## config.mk

```make
export PLATFORM = sky130hd
export DESIGN_NAME = cache_axi_arbiter
export DESIGN_NICKNAME = d
export VERILOG_FILES = /design/src/rtl/cache_axi_arbiter.sv
export SDC_FILE = /design/constraint.sdc
export NUM_CORES = 1
export LEC_CHECK = 0
export CAP_MARGIN = 20
export CORE_AREA = 2 2 533 535
export DETAILED_ROUTE_END_ITERATION = 8
export DIE_AREA = 0 0 535 537
export PLACE_DENSITY = 0.3
export SLEW_MARGIN = 20
export SYNTH_ARGS = -nofsm -noshare
export SYNTH_HDL_FRONTEND = slang
export SYNTH_SLANG_ARGS = --single-unit
export TNS_END_PERCENT = 20
```

## constraint.sdc

```tcl
create_clock -name aclk -period 1.9 [get_ports aclk]
set_input_delay 0.475 -clock aclk [delete_from_list [all_inputs] [get_ports aclk]]
set_output_delay 0.475 -clock aclk [all_outputs]
set_load 0.01 [all_outputs]
```

## src/rtl/cache_axi_arbiter.sv

```systemverilog
// Shares one cache-line burst engine between I-cache refills and D-cache refills/write-backs.
// Latches a single client request, holds the engine request stable and routes the completion back.
module cache_axi_arbiter #(
    parameter int unsigned LINE_WORDS = 8
) (
    input  logic                       aclk,
    input  logic                       aresetn,
    input  logic                       i_rd_req,
    input  logic [31:0]                i_addr,
    output logic                       i_gnt,
    output logic [32*LINE_WORDS-1:0]   i_rd_line,
    input  logic                       d_rd_req,
    input  logic                       d_wr_req,
    input  logic [31:0]                d_addr,
    input  logic [32*LINE_WORDS-1:0]   d_wr_line,
    output logic                       d_gnt,
    output logic [32*LINE_WORDS-1:0]   d_rd_line,
    output logic                       m_rd_req,
    output logic                       m_wr_req,
    output logic [31:0]                m_addr,
    output logic [32*LINE_WORDS-1:0]   m_wr_line,
    input  logic                       m_gnt,
    input  logic [32*LINE_WORDS-1:0]   m_rd_line,
    output logic                       busy
);
    localparam int unsigned LINE_W = 32 * LINE_WORDS;

    typedef enum logic [1:0] {
        IDLE = 2'd0,
        BUSY = 2'd1,
        DONE = 2'd2
    } state_e;

    state_e              state_q, state_d;
    logic                owner_q, owner_d;          // 1: D-cache owns the engine
    logic                last_owner_q, last_owner_d;
    logic                m_rd_req_q, m_rd_req_d;
    logic                m_wr_req_q, m_wr_req_d;
    logic [31:0]         m_addr_q, m_addr_d;
    logic [LINE_W-1:0]   line_q, line_d;
    logic                busy_q, busy_d;

    logic                i_pend, d_pend, req_any, pick_d, pick_wr;

    // Fair choice: a lone requester wins, a tie goes to whoever was not served last.
    assign i_pend  = i_rd_req;
    assign d_pend  = d_rd_req | d_wr_req;
    assign req_any = i_pend | d_pend;
    assign pick_d  = d_pend & (~i_pend | ~last_owner_q);
    assign pick_wr = pick_d & d_wr_req;

    always_ff @(posedge aclk) begin
        if (!aresetn) begin
            state_q      <= IDLE;
            owner_q      <= 1'b0;
            last_owner_q <= 1'b1;
            m_rd_req_q   <= 1'b0;
            m_wr_req_q   <= 1'b0;
            m_addr_q     <= 32'd0;
            line_q       <= LINE_W'(0);
            busy_q       <= 1'b0;
        end else begin
            state_q      <= state_d;
            owner_q      <= owner_d;
            last_owner_q <= last_owner_d;
            m_rd_req_q   <= m_rd_req_d;
            m_wr_req_q   <= m_wr_req_d;
            m_addr_q     <= m_addr_d;
            line_q       <= line_d;
            busy_q       <= busy_d;
        end
    end

    always_comb begin
        state_d = state_q;
        case (state_q)
            IDLE:    if (req_any) state_d = BUSY;
            BUSY:    if (m_gnt) state_d = DONE;
            DONE:    state_d = IDLE;
            default: state_d = IDLE;
        endcase
    end

    // Engine-side registers only load from client inputs at acceptance in IDLE.
    always_comb begin
        owner_d      = owner_q;
        last_owner_d = last_owner_q;
        m_rd_req_d   = m_rd_req_q;
        m_wr_req_d   = m_wr_req_q;
        m_addr_d     = m_addr_q;
        line_d       = line_q;
        busy_d       = busy_q;
        case (state_q)
            IDLE: begin
                if (req_any) begin
                    owner_d    = pick_d;
                    m_rd_req_d = ~pick_wr;
                    m_wr_req_d = pick_wr;
                    m_addr_d   = pick_d ? d_addr : i_addr;
                    busy_d     = 1'b1;
                    if (pick_wr) begin
                        line_d = d_wr_line;
                    end
                end
            end
            BUSY: begin
                if (m_gnt) begin
                    m_rd_req_d   = 1'b0;
                    m_wr_req_d   = 1'b0;
                    last_owner_d = owner_q;
                end
            end
            DONE: begin
                busy_d = 1'b0;
            end
            default: begin
                m_rd_req_d = 1'b0;
                m_wr_req_d = 1'b0;
                busy_d     = 1'b0;
            end
        endcase
    end

    // Completion is forwarded only while a transfer is owned and not under reset.
    always_comb begin
        i_gnt = 1'b0;
        d_gnt = 1'b0;
        if (aresetn && (state_q == BUSY) && m_gnt) begin
            i_gnt = ~owner_q;
            d_gnt = owner_q;
        end
    end

    assign i_rd_line = m_rd_line;
    assign d_rd_line = m_rd_line;
    assign m_rd_req  = m_rd_req_q;
    assign m_wr_req  = m_wr_req_q;
    assign m_addr    = m_addr_q;
    assign m_wr_line = line_q;
    assign busy      = busy_q;

endmodule

```

==> qor.csv <==
metric;value;unit
Port Buf Inserts;618;
Post-Syn Area;15200;um^2
Skew-Pair Late Insertion Delay;0.71;ns
H-tree Lvls;2;
cell family with most CP delay;simple AND/OR/NAND/NOR gates;
Die ar.;287300;um^2
cell total after placement;5690;
Placed Instance Area;22800;um^2
Final Cell Area;24060;um^2
CTS Buffer Depth;3;
DRT antenna net count;0;
final WL;138200;um
layout cells sized above 1;18.42;%
routed vias;14290;
Pleak;7.924;nW
setup violators final;16;
crit-path cells;and3b_2, buf_6, and3_4, buf_6;
Worst setup SP type;flop;
vias per cell;2.471;
R2R Setup Slk;-0.04;ns
Sw Ratio;32.60;%
peak supply drop;0.6087;mV
DR WL/cell;23.90;um
Hold Crit Start;d_wr_line[35];
crit path time final;2.113;ns
slowest CP cell;dfxtp_1;
Clock Skews;0.06784;ns
DRC viols;0;
Synth-to-Final Area Change;58.31;%
Worst EP required;1.42;ns
number of antenna violations at the first check in global routing;40;
Critical Path Fanout Max;2;
clock network fraction of total power;44.6;%
Net Count, Synth;2477;
cell internal pwr;13.28;mW
core area;281300;um^2
status;finished with violations;
Final Util;8.553;%
Seq pwr share;34.9;%
Post-Syn Instances;1895;
Comb power frac;20.6;%
Crit. End Element;output port;
GR Util All Layers;9.153;%
Mean Syn Cell Area;8.021;um^2
largest net degree at the start of global routing;67;
vias in the first global route;14680;
CTS buffer count;46;
Detail Placement HPWL;115400;um
I/O Pins;1387;
CP arrival;1.64;ns
clock transition at the registers of the reported paths;0.08;ns
initial detailed-routing violation count;817;
highest cell delay on the worst timing path;0.36;ns
GRT overflow;0;
Root Buffer;clkbuf_16;
Die Width;535;um
fmax;473.3;MHz
library cells used by synthesis;29;
Reg-to-Reg Start;state_q[1]$_SDFFE_PN0P_;
CTS tree;built;
Final Hold Viols;0;
Max-Cap Viols;0;
violated checks;negative setup slack;
Yosys warning count;0;
synthesis-stage register bit count;295;
worst-case reg-to-reg path depth;4;
Hold Buf Count CTS;0;
WHS Path Cells;3;
first-pass GRT wire length;169600;um
non-filler cells, final;5782;
final net count;2579;
Hold Path Sink;m_wr_line[35]$_SDFFE_PN0P_;
DR pass1 iterations;5;
CTS Sinks;295;
final worst-path setup slack;-0.2130;ns
Reg-to-Reg End;m_addr[11]$_SDFFE_PN0P_;
Most common cell on crit path;buf_6;
Tcrit/Tclk final;111.2;%
chip height;537;um
Final Max Slew Viols;0;
switching power total;6.425;mW
worst-margin pin slew;0.7949;ns
crit path buf inv count;2;
HP Class;input pin to flop;
Seq/Total Area, Yosys;38.85;%
Final GP Congestion;0.7703;
Initial Util;5.403;%
RSZ-0062 raised after global routing;yes;
Row Count;195;
pwr dens;819.1;nW/um^2
Crit Path Class;flop to output port;
Slew Limit Headroom;46.88;%
==> flip-flops by register name (all words and copies together), names as in the netlist <==
register and flops:
m_addr 32, m_rd_req 1, busy 1, owner_q 1
m_wr_req 1, m_wr_line 256, last_owner_q 1, state_q 2
==> worst min-delay path, cell delays in order <==
cell and delay (ns):
clkdlybuf4s50_1 0.40, nand3_1 0.07, a21oi_1 0.05
==> synthesized netlist by cell type <==
cell       count  share of area, %
a21bo_2        1             0.066
a21boi_2       1             0.074
a21oi_1      291               9.6
a2bb2oi_2      1             0.099
a311oi_1      32               1.8
and2_1         1             0.041
and3_1         1             0.041
and3b_1        1             0.058
buf_2         46               1.5
buf_4        513                25
buf_6          5              0.37
clkbuf_1     110               2.7
dfxtp_1      295                39
inv_1          1             0.025
mux2i_1        1             0.066
nand2_1       66               1.6
nand3_1      258               8.5
nor2_1         1             0.025
nor2_8         1              0.13
nor2b_1        2             0.082
nor3_2         1             0.066
nor3b_1        1             0.049
o211ai_1       2             0.099
o21a_1         2             0.099
o21ai_0      218               7.2
o21ai_1       40               1.3
o2bb2ai_1      1             0.058
or2_1          1             0.041
or3_1          1             0.041
==> how the worst max path moves through the flow <==
| stage | startpoint | to | slack, ns | depth (start not counted) |
|---|---|---|---|---|
| final | state_q[1]$_SDFFE_PN0P_ | d_gnt | -0.21 | 4 |
| after floorplan | m_gnt | i_gnt | 0.43 | 3 |
| after detailed placement | m_gnt | i_gnt | -0.70 | 5 |
| after global placement | m_gnt | i_gnt | -0.78 | 5 |
| after global routing | state_q[0]$_SDFFE_PN0P_ | i_gnt | -0.31 | 4 |
| after CTS | state_q[0]$_SDFFE_PN0P_ | i_gnt | -0.33 | 4 |
==> power by group through the flow <==
stage	logic (mW)	registers (mW)	clock network, mW
after floorplan	2.37	7.08	0
after global placement	4.36	6.99	0
after detailed placement	4.34	6.99	0
after CTS	4.18	6.87	9.38
after global routing	4.42	6.92	9.45
final	4.06	6.87	8.78
==> kinds of logic (layout without fill, tap and decap cells) <==
| kind of cell | after synthesis | in the layout | share of synthesized area (%) |
|---|---|---|---|
| buffers and inverters | 675 | 804 | 29.96 |
| muxes | 1 | 1 | 0.06586 |
| AOI/OAI and AO/OA | 589 | 589 | 20.41 |
| other | 0 | 14 | 0 |
| and+or+nand+nor | 335 | 336 | 10.70 |
| DFF | 295 | 295 | 38.85 |
==> metal layers <==
| layer | vias to the layer above | track usage [%] | share of wire [%] | wire length, um |
|---|---|---|---|---|
| met5 | - | 0.4441 | 0.098 | 135 |
| met4 | 4 | 5.825 | 6.8 | 9391 |
| met3 | 436 | 7.589 | 19 | 26090 |
| met2 | 1084 | 14.26 | 44 | 60460 |
| met1 | 6525 | 7.970 | 30 | 42100 |
| li1 | 6240 | - | - | - |
==> timing repair <==
item,CTS,global route
resized for setup,605,11
cloned,0,1
setup endpoints to repair,247,28
endpoints found under the hold margin,0,0
buffers inserted,0,1
pin swaps,2,7
==> final cells by class <==
| class | instances | area [um^2] |
|---|---|---|
| fill | 32880 | 257300 |
| timing repair buffer | 727 | 7088 |
| sequential | 295 | 5961 |
| multi-input combinational | 926 | 4821 |
| tap | 3743 | 4683 |
| clock buffer | 60 | 1264 |
| clock inverter | 16 | 198.9 |
| antenna | 14 | 35.03 |
| inverter | 1 | 11.26 |
==> through the flow <==
stage	hold slack [ns]	setup TNS, ns	total power, mW	worst slack, ns
global route	0.2716	-2.214	20.80	-0.3072
floorplan	0.4748	0	9.443	0.4254
detailed placement	0.4649	-85.54	11.33	-0.6956
finish	0.3275	-0.7459	19.71	-0.2130
CTS	0.1976	-0.6555	20.43	-0.3308
global placement	0.4607	-85.41	11.35	-0.7819
==> cell usage in the layout (no fill, tap or decap), types with 2 or more instances in the layout <==
cell type	count
clkinv_8	2
buf_4	115
clkinv_4	3
a311oi_1	32
clkbuf_8	6
dfxtp_2	32
buf_6	6
clkdlybuf4s50_1	325
clkbuf_1	8
buf_12	43
clkdlybuf4s18_2	2
o21a_1	2
dfxtp_4	4
inv_6	2
bufinv_16	2
clkdlybuf4s15_1	32
buf_2	49
nand3_1	258
dfxtp_1	259
o211ai_1	2
dlygate4sd2_1	115
o21ai_1	40
nor2_4	2
clkbuf_16	46
clkinv_2	5
o21ai_0	218
nand2_1	66
diode_2	14
a21oi_1	291
clkdlybuf4s15_2	40
(Power assumes the default switching activity.)
